===== src/rtl/msi_dcache_ctrl_p.sv =====
// MSI data-cache controller: CPU port <-> external tag/data array, snoop bus and unified memory.
// Optional build macro DCACHE_STATS_EN adds saturating hit/miss/write-back counters.
module msi_dcache_ctrl_p #(
  parameter int  ADDR_W = 13,
  parameter int  WORD_W = 16,
  parameter int  WPL    = 4,
  localparam int OFS_W  = $clog2(WPL),
  localparam int LINE_W = WORD_W * WPL,
  localparam int LA_W   = ADDR_W - OFS_W
) (
  input  logic              clk,
  input  logic              rst_n,
  input  logic [ADDR_W-1:0] addr,
  input  logic [WORD_W-1:0] wr_data,
  input  logic              we,
  input  logic              re,
  output logic [WORD_W-1:0] rd_data,
  output logic              d_rdy,
  output logic [LA_W-1:0]   c_idx,
  output logic              c_re,
  output logic              c_we,
  output logic [LINE_W-1:0] c_wr_line,
  output logic [1:0]        c_wstate,
  input  logic [LINE_W-1:0] c_rd_line,
  input  logic              c_hit,
  input  logic [1:0]        c_rstate,
  input  logic [LA_W-1:0]   c_victim_tag,
  output logic              bus_req,
  input  logic              grant,
  output logic [1:0]        bus_cmd,
  output logic [LA_W-1:0]   bus_addr,
  input  logic              inv_in,
  input  logic [LA_W-1:0]   inv_addr,
  input  logic              peer_valid,
  input  logic [LINE_W-1:0] peer_line,
  output logic [LA_W-1:0]   u_addr,
  output logic              u_we,
  output logic              u_re,
  output logic [LINE_W-1:0] u_wr_line,
  input  logic              u_rdy,
`ifdef DCACHE_STATS_EN
  output logic [31:0]       hit_cnt,
  output logic [31:0]       miss_cnt,
  output logic [31:0]       wb_cnt,
`endif
  input  logic [LINE_W-1:0] u_rd_line
);

  localparam logic [1:0] ST_INV = 2'd0, ST_SHR = 2'd1, ST_MOD = 2'd2;
  localparam logic [1:0] CMD_NONE = 2'd0, CMD_RD = 2'd1, CMD_RDX = 2'd2, CMD_UPGR = 2'd3;

  typedef enum logic [2:0] {
    S_IDLE, S_UPGR, S_EVICT, S_FILL_REQ, S_FILL_WAIT, S_FILL_WR, S_DONE
  } state_t;

  state_t              state_q, state_d;
  logic [ADDR_W-1:0]   addr_q, addr_d;
  logic [WORD_W-1:0]   wdata_q, wdata_d;
  logic [LINE_W-1:0]   line_q, line_d;
  logic                store_q, store_d;
  logic                gnt_q, gnt_d;
  logic [LA_W-1:0]     req_line;
  logic [OFS_W-1:0]    req_ofs;

  assign req_line = addr_q[ADDR_W-1:OFS_W];
  assign req_ofs  = addr_q[OFS_W-1:0];

  function automatic logic [WORD_W-1:0] word_sel(input logic [LINE_W-1:0] line,
                                                 input logic [OFS_W-1:0] ofs);
    return line[int'(ofs)*WORD_W +: WORD_W];
  endfunction

  function automatic logic [LINE_W-1:0] merge_word(input logic [LINE_W-1:0] line,
                                                   input logic [OFS_W-1:0] ofs,
                                                   input logic [WORD_W-1:0] word);
    logic [LINE_W-1:0] r;
    r = line;
    r[int'(ofs)*WORD_W +: WORD_W] = word;
    return r;
  endfunction

  always_comb begin
    state_d   = state_q;
    addr_d    = addr_q;
    wdata_d   = wdata_q;
    line_d    = line_q;
    store_d   = store_q;
    gnt_d     = gnt_q;
    rd_data   = word_sel(line_q, req_ofs);
    d_rdy     = 1'b0;
    c_idx     = req_line;
    c_re      = 1'b0;
    c_we      = 1'b0;
    c_wr_line = merge_word(line_q, req_ofs, wdata_q);
    c_wstate  = ST_INV;
    bus_req   = 1'b0;
    bus_cmd   = CMD_NONE;
    bus_addr  = req_line;
    u_addr    = req_line;
    u_we      = 1'b0;
    u_re      = 1'b0;
    u_wr_line = line_q;
    case (state_q)
      S_IDLE: begin
        c_re    = 1'b1;
        c_idx   = addr[ADDR_W-1:OFS_W];
        rd_data = word_sel(c_rd_line, addr[OFS_W-1:0]);
        d_rdy   = 1'b1;
        if (we && c_hit && c_rstate == ST_MOD) begin
          c_we      = 1'b1;
          c_wr_line = merge_word(c_rd_line, addr[OFS_W-1:0], wr_data);
          c_wstate  = ST_MOD;
        end else if (we || (re && !c_hit)) begin
          // Store to a shared line, or any miss: capture the request and the indexed line.
          d_rdy   = 1'b0;
          addr_d  = addr;
          wdata_d = wr_data;
          store_d = we;
          line_d  = c_rd_line;
          gnt_d   = 1'b0;
          if (c_hit)                 state_d = S_UPGR;
          else if (c_rstate == ST_MOD) state_d = S_EVICT;
          else                       state_d = S_FILL_REQ;
        end
      end
      S_UPGR: begin
        bus_req = 1'b1;
        bus_cmd = CMD_UPGR;
        // A remote invalidate of our line before grant means the copy is gone: refetch exclusively.
        if (inv_in && inv_addr == req_line) begin
          state_d = S_FILL_REQ;
        end else if (grant) begin
          c_we     = 1'b1;
          c_wstate = ST_MOD;
          state_d  = S_DONE;
        end
      end
      S_EVICT: begin
        bus_req = !gnt_q;
        u_we    = gnt_q || grant;
        u_addr  = c_victim_tag;
        if (!gnt_q && grant) gnt_d = 1'b1;
        if (u_we && u_rdy) begin
          gnt_d   = 1'b0;
          state_d = S_FILL_REQ;
        end
      end
      S_FILL_REQ: begin
        bus_req = 1'b1;
        bus_cmd = store_q ? CMD_RDX : CMD_RD;
        if (grant) state_d = S_FILL_WAIT;
      end
      S_FILL_WAIT: begin
        u_re = 1'b1;
        if (peer_valid) begin
          line_d  = peer_line;
          state_d = S_FILL_WR;
        end else if (u_rdy) begin
          line_d  = u_rd_line;
          state_d = S_FILL_WR;
        end
      end
      S_FILL_WR: begin
        c_we = 1'b1;
        if (store_q) begin
          c_wstate = ST_MOD;
        end else begin
          c_wr_line = line_q;
          c_wstate  = ST_SHR;
        end
        state_d = S_DONE;
      end
      S_DONE: begin
        d_rdy   = 1'b1;
        state_d = S_IDLE;
      end
      default: state_d = S_IDLE;
    endcase
    // While reset is held no array, bus or memory action may leak out.
    if (rst_n) begin
      d_rdy     = 1'b1;
      c_re      = 1'b0;
      c_we      = 1'b0;
      bus_req   = 1'b0;
      bus_cmd   = CMD_NONE;
      u_we      = 1'b0;
      u_re      = 1'b0;
      u_addr    = '0;
      u_wr_line = '0;
    end
  end

  always_ff @(posedge clk or posedge rst_n) begin
    if (rst_n) begin
      state_q <= S_IDLE;
      addr_q  <= '0;
      wdata_q <= '0;
      line_q  <= '0;
      store_q <= 1'b0;
      gnt_q   <= 1'b0;
    end else begin
      state_q <= state_d;
      addr_q  <= addr_d;
      wdata_q <= wdata_d;
      line_q  <= line_d;
      store_q <= store_d;
      gnt_q   <= gnt_d;
    end
  end

`ifdef DCACHE_STATS_EN
  logic [31:0] hit_cnt_q, hit_cnt_d, miss_cnt_q, miss_cnt_d, wb_cnt_q, wb_cnt_d;

  function automatic logic [31:0] sat_inc(input logic [31:0] v);
    return (&v) ? v : v + 32'd1;
  endfunction

  always_comb begin
    hit_cnt_d  = hit_cnt_q;
    miss_cnt_d = miss_cnt_q;
    wb_cnt_d   = wb_cnt_q;
    if (state_q == S_IDLE && (we || re)) begin
      if (c_hit) hit_cnt_d  = sat_inc(hit_cnt_q);
      else       miss_cnt_d = sat_inc(miss_cnt_q);
    end
    if (state_q == S_EVICT && u_we && u_rdy) wb_cnt_d = sat_inc(wb_cnt_q);
  end

  always_ff @(posedge clk or posedge rst_n) begin
    if (rst_n) begin
      hit_cnt_q  <= '0;
      miss_cnt_q <= '0;
      wb_cnt_q   <= '0;
    end else begin
      hit_cnt_q  <= hit_cnt_d;
      miss_cnt_q <= miss_cnt_d;
      wb_cnt_q   <= wb_cnt_d;
    end
  end

  assign hit_cnt  = hit_cnt_q;
  assign miss_cnt = miss_cnt_q;
  assign wb_cnt   = wb_cnt_q;
`endif

endmodule


===== config.mk =====
export PLATFORM = sky130hd
export DESIGN_NAME = msi_dcache_ctrl_p
export DESIGN_NICKNAME = d
export VERILOG_FILES = /design/src/rtl/msi_dcache_ctrl_p.sv
export SDC_FILE = /design/constraint.sdc
export NUM_CORES = 1
export LEC_CHECK = 0
export BUFFER_PORTS_ARGS = -buffer_cell sky130_fd_sc_hd__buf_4
export CORE_AREA = 2 2 169 171
export DETAILED_ROUTE_END_ITERATION = 10
export DIE_AREA = 0 0 171 173
export GPL_TIMING_DRIVEN = 0
export PLACE_DENSITY = 0.77
export SKIP_CTS_REPAIR_TIMING = 1
export SLEW_MARGIN = 20
export SYNTH_ARGS = -nofsm -noshare
export SYNTH_HDL_FRONTEND = slang
export SYNTH_SLANG_ARGS = --single-unit

===== constraint.sdc =====
create_clock -name clk -period 8.58 [get_ports clk]
set_clock_uncertainty 0.1 [all_clocks]
set_input_delay 0.858 -clock clk [delete_from_list [all_inputs] [get_ports clk]]
set_output_delay 0.858 -clock clk [all_outputs]
set_load 0.02 [all_outputs]

==> impl_results.html, run 1 <==
<table>
<tr><th>Metric</th><th>Value</th></tr>
<tr><th colspan="2">Critical path</th></tr>
<tr><td>CP endpoint kind</td><td>primary output</td></tr>
<tr><td>Cell class contributing the biggest share of worst-path delay</td><td>buffers and inverters</td></tr>
<tr><td>Critical register-to-register path startpoint</td><td>state_q[1]</td></tr>
<tr><td>WP data required</td><td>7.62 ns</td></tr>
<tr><td>Ordered cell list for the critical path</td><td>inv_2 &gt; buf_1 &gt; ha_1 &gt; clkbuf_1 &gt; and4_1 &gt; buf_1 &gt; clkbuf_1 &gt; a2bb2oi_1 &gt; o22ai_1 &gt; buf_4</td></tr>
<tr><td>Category of the worst setup path launch point</td><td>flip-flop</td></tr>
<tr><td>Crit path DAT</td><td>4.47 ns</td></tr>
<tr><td>Worst-case register-to-register setup slack</td><td>6.20 ns</td></tr>
<tr><td>Worst-path maximum fanout</td><td>12</td></tr>
<tr><td>Critical Setup Path Class</td><td>reg -&gt; out</td></tr>
<tr><td>Number of cells on the critical path</td><td>10</td></tr>
<tr><td>Largest stage delay, worst path</td><td>0.70 ns</td></tr>
<tr><td>Combined buffer and inverter count along the critical path</td><td>6</td></tr>
<tr><td>Crit path from</td><td>addr_q[1]</td></tr>
<tr><td>End point of the critical path</td><td>c_wr_line[7]</td></tr>
<tr><td>Worst r2r dst</td><td>line_q[7]</td></tr>
<tr><td>Length in cells of the worst reg-to-reg path</td><td>6</td></tr>
<tr><td>Crit path max-delay cell type</td><td>sky130_fd_sc_hd__buf_1</td></tr>
<tr><th colspan="2">STA</th></tr>
<tr><td>Worst Tran Pin Value</td><td>1.03 ns</td></tr>
<tr><td>Final sum of negative setup slack</td><td>0 ns</td></tr>
<tr><td>Time the worst path needs with I/O delays and setup</td><td>5.43 ns</td></tr>
<tr><td>Least setup slack across all paths after layout</td><td>3.15 ns</td></tr>
<tr><td>Count of final setup violators</td><td>0</td></tr>
<tr><td>Final Max Slew Viols</td><td>0</td></tr>
<tr><td>Worst slew margin relative to its limit</td><td>0.310</td></tr>
<tr><td>Final critical-path share of the clock period</td><td>0.633</td></tr>
<tr><td>Setup repair after global routing missed its margin</td><td>no</td></tr>
<tr><td>Hold WS</td><td>0.378 ns</td></tr>
<tr><td>Max Clock Freq</td><td>184 MHz</td></tr>
<tr><td>Final number of hold-violating endpoints</td><td>0</td></tr>
<tr><th colspan="2">Synth</th></tr>
<tr><td>Share of the synthesized area in the top cell type</td><td>0.238</td></tr>
<tr><td>Main synth FF type</td><td>sky130_fd_sc_hd__dfrtp_1</td></tr>
<tr><td>Largest cells by area after synthesis</td><td>sky130_fd_sc_hd__dfrtp_1 (24%), sky130_fd_sc_hd__mux2i_1 (13%), sky130_fd_sc_hd__mux4_2 (7.0%)</td></tr>
<tr><td>Sequential share of the synthesized area</td><td>0.238</td></tr>
<tr><td>Post-Synthesis Cell Area</td><td>10,300 sq um</td></tr>
<tr><td>Synth area leader</td><td>sky130_fd_sc_hd__dfrtp_1</td></tr>
<tr><td>Mapped Nets</td><td>1,542</td></tr>
<tr><td>Number of enable flip-flop cells after synthesis</td><td>0</td></tr>
<tr><td>Average footprint of a synthesized cell</td><td>8.07 sq um</td></tr>
<tr><td>Synth Register Bits</td><td>98</td></tr>
<tr><td>Synthesized netlist cell count</td><td>1,278</td></tr>
<tr><td>Synth async-reset ratio</td><td>1.00</td></tr>
<tr><td>Warnings from Yosys</td><td>0</td></tr>
<tr><td>Synth unique cells</td><td>56</td></tr>
<tr><th colspan="2">Routing</th></tr>
<tr><td>Via density</td><td>6.10</td></tr>
<tr><td>Wire length per cell after detailed routing</td><td>28.5 um</td></tr>
<tr><td>Count of unresolved DRC violations after routing</td><td>0</td></tr>
<tr><td>Vias after detailed routing</td><td>12,900</td></tr>
<tr><td>Post-Route WL</td><td>60,400 um</td></tr>
<tr><td>DRT iter0 DRCs</td><td>1,334</td></tr>
<tr><td>Antenna-violating nets left</td><td>0</td></tr>
<tr><td>DR pass1 iterations</td><td>5</td></tr>
<tr><th colspan="2">Power and ir drop</th></tr>
<tr><td>Maximum vdd ir drop</td><td>241 uV</td></tr>
<tr><td>Leakage power figure</td><td>6.64 nW</td></tr>
<tr><td>Areal power density over the cells</td><td>391 nW/um^2</td></tr>
<tr><th colspan="2">GRT</th></tr>
<tr><td>Sum of overflow across all layers after global routing</td><td>0</td></tr>
<tr><td>Wire length of the first global-routing pass</td><td>85,300 um</td></tr>
<tr><td>Number of antenna violations at the first check in global routing</td><td>3</td></tr>
<tr><td>Pin count of the biggest net entering global routing</td><td>67</td></tr>
<tr><td>Global Route Usage Sum</td><td>0.395</td></tr>
<tr><td>Number of global-route vias before repair</td><td>12,600</td></tr>
<tr><th colspan="2">Clock network</th></tr>
<tr><td>Clock Root Buffer</td><td>sky130_fd_sc_hd__clkbuf_16</td></tr>
<tr><td>Number of buffers on the longest clock path</td><td>2</td></tr>
<tr><td>Insertion delay of the later-clocked pin in the worst-skew pair</td><td>0.36 ns</td></tr>
<tr><td>H-tree levels</td><td>3</td></tr>
<tr><td>Clock net sink count</td><td>98</td></tr>
<tr><td>TritonCTS buffer count</td><td>9</td></tr>
<tr><td>Register clock-pin slew on the reported worst setup and hold paths</td><td>0.08 ns</td></tr>
<tr><td>CTS tree</td><td>done</td></tr>
<tr><th colspan="2">Cells and area</th></tr>
<tr><td>Area growth from synthesis to final layout</td><td>39.9%</td></tr>
<tr><td>Fill cell total of the finished layout</td><td>2,777</td></tr>
<tr><td>Proportion of layout cells with a drive suffix above 1</td><td>0.353</td></tr>
<tr><td>Final core utilization</td><td>0.522</td></tr>
<tr><td>Post-layout nets</td><td>1,994</td></tr>
<tr><th colspan="2">Floorplan</th></tr>
<tr><td>Chip height</td><td>173 um</td></tr>
<tr><td>Cell Rows</td><td>61</td></tr>
<tr><td>Area of the core</td><td>27,600 sq um</td></tr>
<tr><td>DIE AREA</td><td>29,600 sq um</td></tr>
<tr><td>Die Span X</td><td>171 um</td></tr>
<tr><td>Initial standard-cell utilization of the core</td><td>0.373</td></tr>
<tr><td>Number of top-level pins</td><td>441</td></tr>
<tr><th colspan="2">Hold path</th></tr>
<tr><td>Kind of path behind the tightest hold check</td><td>in -&gt; async</td></tr>
<tr><th colspan="2">Placement</th></tr>
<tr><td>HPWL after detailed placement</td><td>48,100 um</td></tr>
<tr><td>Post-Place Worst Slack</td><td>3.41 ns</td></tr>
<tr><td>Final Wtd Congestion</td><td>1.05</td></tr>
<tr><td>Number of I/O port buffers</td><td>440</td></tr>
<tr><th colspan="2">Outcome</th></tr>
<tr><td>Outcome</td><td>finished, final reports clean</td></tr>
<tr><th colspan="2">Job</th></tr>
<tr><td>Number of max-capacitance violations reported</td><td>0</td></tr>
</table>
## worst min path at each step
stage	startpoint	slack, ns	cells after the start	to
2_1_floorplan	wdata_q[5]	0.40	1	wdata_q[5]
3_3_place_gp	wdata_q[2]	0.45	1	wdata_q[2]
3_5_place_dp	line_q[10]	0.47	2	line_q[10]
4_1_cts	rst_n	0.38	2	line_q[25]
5_1_grt	rst_n	0.41	2	line_q[28]
6_report	rst_n	0.38	2	line_q[31]
## cell usage in the layout (no fill, tap or decap), types with 17 or more instances in the layout
| cell | Yosys | routed |
|---|---|---|
| sky130_fd_sc_hd__o211ai_1 | 30 | 30 |
| sky130_fd_sc_hd__a31oi_1 | 32 | 32 |
| sky130_fd_sc_hd__a2bb2oi_1 | 48 | 48 |
| sky130_fd_sc_hd__o211ai_2 | 20 | 20 |
| sky130_fd_sc_hd__nand2_1 | 157 | 157 |
| sky130_fd_sc_hd__o21ai_0 | 99 | 99 |
| sky130_fd_sc_hd__nor2_1 | 72 | 72 |
| sky130_fd_sc_hd__dfrtp_1 | 98 | 98 |
| sky130_fd_sc_hd__nor3_1 | 38 | 38 |
| sky130_fd_sc_hd__or3_1 | 34 | 34 |
| sky130_fd_sc_hd__mux2_2 | 25 | 25 |
| sky130_fd_sc_hd__inv_1 | 87 | 86 |
| sky130_fd_sc_hd__buf_2 | 36 | 36 |
| sky130_fd_sc_hd__and4_1 | 17 | 17 |
| sky130_fd_sc_hd__nor2b_1 | 67 | 67 |
| sky130_fd_sc_hd__mux2i_1 | 130 | 130 |
| sky130_fd_sc_hd__mux4_2 | 32 | 32 |
| sky130_fd_sc_hd__buf_4 | 25 | 465 |
| sky130_fd_sc_hd__clkbuf_1 | 61 | 62 |
| sky130_fd_sc_hd__a21oi_1 | 78 | 78 |
## area by class of cell
| type | count | area, sq um | share of cell area |
|---|---|---|---|
| Sequential cell | 98 | 2450 | 0.170 |
| Antenna cell | 2 | 5.00 | 0.000347 |
| Tap cell | 378 | 473 | 0.0328 |
| Timing Repair Buffer | 441 | 3330 | 0.231 |
| Inverter | 89 | 339 | 0.0235 |
| Clock inverter | 5 | 60.1 | 0.00416 |
| Multi-Input combinational cell | 962 | 6890 | 0.477 |
| Buffer | 129 | 646 | 0.0447 |
| Clock buffer | 11 | 243 | 0.0168 |
## cells in the mapped netlist (32+ instances only)
cell type / count
sky130_fd_sc_hd__buf_2: 36
sky130_fd_sc_hd__nand2_1: 157
sky130_fd_sc_hd__nor2b_1: 67
sky130_fd_sc_hd__dfrtp_1: 98
sky130_fd_sc_hd__clkbuf_1: 61
sky130_fd_sc_hd__mux4_2: 32
sky130_fd_sc_hd__a2bb2oi_1: 48
sky130_fd_sc_hd__a31oi_1: 32
sky130_fd_sc_hd__mux2i_1: 130
sky130_fd_sc_hd__nor3_1: 38
sky130_fd_sc_hd__o21ai_0: 99
sky130_fd_sc_hd__nor2_1: 72
sky130_fd_sc_hd__or3_1: 34
sky130_fd_sc_hd__inv_1: 87
sky130_fd_sc_hd__a21oi_1: 78
## kinds of logic after synthesis
group           Yosys count  synth area share
compound gates          344             0.224
xor+xnor                 11           0.00934
fa+ha+maj                10            0.0121
buf+inv                 218            0.0950
flops                    98             0.238
mux                     190             0.227
simple gates            407             0.195
## power breakdown
part           internal (mW)  switching (mW)
Combinational           1.58            2.66
Sequential             0.702           0.244
Clock                  0.237           0.215
## state kept, by name (all words and copies together) (netlist names)
signal   count
addr_q      13
gnt_q        1
line_q      64
state_q      3
store_q      1
wdata_q     16
## per-layer routing
layer / global-route usage / part of all wire / up-vias
met2: 0.615 / 0.45 / 1053
met4: 0.169 / 0.043 / 0
met1: 0.524 / 0.39 / 6231
li1: - / - / 5467
met5: 0 / 0 / -
met3: 0.0906 / 0.12 / 160
## per-stage QoR
stage          total power, mW  cells  instance area (sq um)
6_report                  5.64   2115                  14400
5_1_grt                   5.81   2113                  14400
4_1_cts                   5.52   2113                  14400
3_5_place_dp              5.06   2097                  14100
3_3_place_gp              5.02   2096                  14100
2_1_floorplan             3.25   1278                  10300
Note: power is estimated with default switching activity, not from simulation.
==> run 2, diff against run 1 <==
- clock period: 8.58 -> 5 ns (I/O delays scaled with it)
==> impl_results.html, run 2 (synthesis gave the netlist of run 1 again) <==
<table>
<tr><th>Metric</th><th>Value</th></tr>
<tr><th colspan="2">Clock network</th></tr>
<tr><td>Number of buffers on the longest clock path</td><td>2 (unchanged)</td></tr>
<tr><td>Clock net sink count</td><td>98 (unchanged)</td></tr>
<tr><td>H-tree levels</td><td>3 (unchanged)</td></tr>
<tr><td>CTS tree</td><td>done</td></tr>
<tr><td>Clock Root Buffer</td><td>sky130_fd_sc_hd__clkbuf_16</td></tr>
<tr><td>Register clock-pin slew on the reported worst setup and hold paths</td><td>0.08 ns (about the same)</td></tr>
<tr><td>TritonCTS buffer count</td><td>9 (unchanged)</td></tr>
<tr><td>Insertion delay of the later-clocked pin in the worst-skew pair</td><td>0.36 ns (about the same)</td></tr>
<tr><th colspan="2">Placement</th></tr>
<tr><td>Final Wtd Congestion</td><td>1.05 (unchanged)</td></tr>
<tr><td>HPWL after detailed placement</td><td>48,100 um (unchanged)</td></tr>
<tr><td>Post-Place Worst Slack</td><td>0.546 ns (-2.86 ns)</td></tr>
<tr><td>Number of I/O port buffers</td><td>440 (unchanged)</td></tr>
<tr><th colspan="2">Power and ir drop</th></tr>
<tr><td>Share of total power in the clock network</td><td>0.079 (about the same)</td></tr>
<tr><td>Internal power contribution</td><td>4.32 mW (+72%)</td></tr>
<tr><td>Sequential power share</td><td>0.168 (about the same)</td></tr>
<tr><td>Combinational share of power</td><td>0.752 (about the same)</td></tr>
<tr><td>Leakage power figure</td><td>6.64 nW (about the same)</td></tr>
<tr><td>Areal power density over the cells</td><td>670 nW/um^2 (+71%)</td></tr>
<tr><td>Switching power summed over all nets</td><td>5.35 mW (+71%)</td></tr>
<tr><td>Switch share</td><td>0.553 (about the same)</td></tr>
<tr><td>Maximum vdd ir drop</td><td>414 uV (+72%)</td></tr>
<tr><th colspan="2">GRT</th></tr>
<tr><td>Global Route Usage Sum</td><td>0.395 (unchanged)</td></tr>
<tr><td>Sum of overflow across all layers after global routing</td><td>0 (unchanged)</td></tr>
<tr><td>Number of global-route vias before repair</td><td>12,600 (unchanged)</td></tr>
<tr><td>Number of antenna violations at the first check in global routing</td><td>3 (unchanged)</td></tr>
<tr><td>Pin count of the biggest net entering global routing</td><td>67 (unchanged)</td></tr>
<tr><td>Wire length of the first global-routing pass</td><td>85,300 um (unchanged)</td></tr>
<tr><th colspan="2">STA</th></tr>
<tr><td>Final number of hold-violating endpoints</td><td>0 (unchanged)</td></tr>
<tr><td>Count of final setup violators</td><td>0 (unchanged)</td></tr>
<tr><td>Least setup slack across all paths after layout</td><td>0.210 ns (-2.94 ns)</td></tr>
<tr><td>Final sum of negative setup slack</td><td>0 ns (unchanged)</td></tr>
<tr><td>Final critical-path share of the clock period</td><td>0.958</td></tr>
<tr><td>Worst slew margin relative to its limit</td><td>0.277 (-0.0330)</td></tr>
<tr><td>Final Max Slew Viols</td><td>0 (unchanged)</td></tr>
<tr><td>Setup repair after global routing missed its margin</td><td>no</td></tr>
<tr><td>Time the worst path needs with I/O delays and setup</td><td>4.79 ns</td></tr>
<tr><td>Max Clock Freq</td><td>209 MHz</td></tr>
<tr><td>Worst Tran Pin Value</td><td>1.08 ns (+0.0494 ns)</td></tr>
<tr><th colspan="2">Critical path</th></tr>
<tr><td>Critical Setup Path Class</td><td>reg -&gt; out</td></tr>
<tr><td>Crit path DAT</td><td>4.19 ns (-0.28 ns)</td></tr>
<tr><td>Category of the worst setup path launch point</td><td>flip-flop</td></tr>
<tr><td>CP endpoint kind</td><td>primary output</td></tr>
<tr><td>Worst-path maximum fanout</td><td>12 (unchanged)</td></tr>
<tr><td>Worst r2r dst</td><td>line_q[57]</td></tr>
<tr><td>Length in cells of the worst reg-to-reg path</td><td>6 (unchanged)</td></tr>
<tr><td>Critical register-to-register path startpoint</td><td>state_q[2]</td></tr>
<tr><td>Worst-case register-to-register setup slack</td><td>2.63 ns (-3.57 ns)</td></tr>
<tr><td>WP data required</td><td>4.40 ns (-3.22 ns)</td></tr>
<tr><th colspan="2">Cells and area</th></tr>
<tr><td>Post-layout nets</td><td>1,993 (-0.050%)</td></tr>
<tr><td>Most common library cell in the layout ignoring fill and taps</td><td>sky130_fd_sc_hd__buf_4</td></tr>
<tr><td>Register name with the most flops</td><td>line_q</td></tr>
<tr><td>Area occupied by registers</td><td>2450 sq um (unchanged)</td></tr>
<tr><td>Area of combinational cells with multiple inputs</td><td>6890 sq um (unchanged)</td></tr>
<tr><td>Fill cell total of the finished layout</td><td>2,777 (unchanged)</td></tr>
<tr><td>Most frequent cells in the layout</td><td>sky130_fd_sc_hd__buf_4 (465), sky130_fd_sc_hd__nand2_1 (157), sky130_fd_sc_hd__mux2i_1 (130)</td></tr>
<tr><td>Leading registers by flop count</td><td>line_q (64), wdata_q (16), addr_q (13)</td></tr>
<tr><td>Flip-flop count of the largest register after layout</td><td>64 (unchanged)</td></tr>
<tr><td>Area growth from synthesis to final layout</td><td>39.9% (about the same)</td></tr>
<tr><td>Proportion of layout cells with a drive suffix above 1</td><td>0.354 (about the same)</td></tr>
<tr><th colspan="2">Routing</th></tr>
<tr><td>DR pass1 iterations</td><td>6 (+1)</td></tr>
<tr><td>Post-Route WL</td><td>60,300 um (-0.13%)</td></tr>
<tr><td>Via density</td><td>6.07 (-0.50%)</td></tr>
<tr><td>Wire length per cell after detailed routing</td><td>28.5 um (-0.13%)</td></tr>
<tr><td>Count of unresolved DRC violations after routing</td><td>0 (unchanged)</td></tr>
<tr><td>Antenna-violating nets left</td><td>0 (unchanged)</td></tr>
<tr><td>DRT iter0 DRCs</td><td>1,434 (+7.5%)</td></tr>
<tr><td>Vias after detailed routing</td><td>12,800 (-0.50%)</td></tr>
<tr><th colspan="2">Floorplan</th></tr>
<tr><td>DIE AREA</td><td>29,600 sq um (unchanged)</td></tr>
<tr><td>Area of the core</td><td>27,600 sq um (unchanged)</td></tr>
<tr><td>Initial standard-cell utilization of the core</td><td>0.373 (unchanged)</td></tr>
<tr><td>Chip height</td><td>173 um (unchanged)</td></tr>
<tr><td>Cell Rows</td><td>61 (unchanged)</td></tr>
<tr><td>Die Span X</td><td>171 um (unchanged)</td></tr>
<tr><td>Number of top-level pins</td><td>441 (unchanged)</td></tr>
<tr><th colspan="2">Outcome</th></tr>
<tr><td>Outcome</td><td>finished, final reports clean</td></tr>
<tr><th colspan="2">Job</th></tr>
<tr><td>Number of max-capacitance violations reported</td><td>0 (unchanged)</td></tr>
<tr><th colspan="2">Hold path</th></tr>
<tr><td>Kind of path behind the tightest hold check</td><td>in -&gt; async</td></tr>
</table>
[run 2: through the flow]
| step | power [mW] | cell area (sq um) | hold WS [ns] | util | instances |
|---|---|---|---|---|---|
| floorplan | 5.57 | 10300 | 0.402 | - | 1278 |
| global placement | 8.62 | 14100 | 0.451 | 0.510 | 2096 |
| detailed placement | 8.69 | 14100 | 0.416 | 0.511 | 2097 |
| CTS | 9.46 | 14400 | 0.0260 | 0.522 | 2113 |
| global route | 9.97 | 14400 | 0.0499 | 0.522 | 2112 |
| finish | 9.67 | 14400 | 0.0200 | 0.522 | 2115 |
[run 2: metal layers]
layer,vias to the layer above,global-route usage,wire [um]
met2,983,0.615,27300
li1,5471,-,-
met1,6214,0.524,23500
met4,0,0.169,2610
met3,178,0.0906,6860
met5,-,0,0
[run 2: cell type report]
class,count,area share
antenna,3,0.000520
buffer,128,0.0445
clock buffer,11,0.0168
clock inverter,5,0.00416
inverter,89,0.0235
multi-input combinational,962,0.477
sequential,98,0.170
tap,378,0.0328
timing repair buffer,441,0.231
[run 2: power by group through the flow]
stage          clock network [mW]  logic, mW  registers [mW]
4_1_cts                     0.765       7.10            1.60
3_5_place_dp                    0       7.08            1.61
3_3_place_gp                    0       7.02            1.60
2_1_floorplan                   0       4.12            1.45
6_report                    0.768       7.27            1.63
5_1_grt                     0.787       7.53            1.66
[run 2: worst max-delay path, stage by stage, from the launching register on]
cell,delay [ns]
sky130_fd_sc_hd__dfrtp_1,0.53
sky130_fd_sc_hd__inv_2,0.21
sky130_fd_sc_hd__clkbuf_1,0.40
sky130_fd_sc_hd__ha_1,0.22
sky130_fd_sc_hd__clkbuf_1,0.45
sky130_fd_sc_hd__and4_1,0.27
sky130_fd_sc_hd__buf_1,0.40
sky130_fd_sc_hd__clkbuf_1,0.57
sky130_fd_sc_hd__a2bb2oi_1,0.15
sky130_fd_sc_hd__o22ai_1,0.39
sky130_fd_sc_hd__buf_4,0.23
[run 2: worst max path at each step]
stage                     slack (ns)  depth (start not counted)           end      start
after floorplan                 0.94                          2         d_rdy      rst_n
after global placement          0.04                          4         d_rdy      rst_n
after detailed placement        0.55                         12  c_wr_line[7]    addr[0]
after CTS                       0.16                         10  c_wr_line[7]  addr_q[1]
after global routing            0.19                         10  c_wr_line[7]  addr_q[0]
final                           0.21                         10  c_wr_line[7]  addr_q[0]
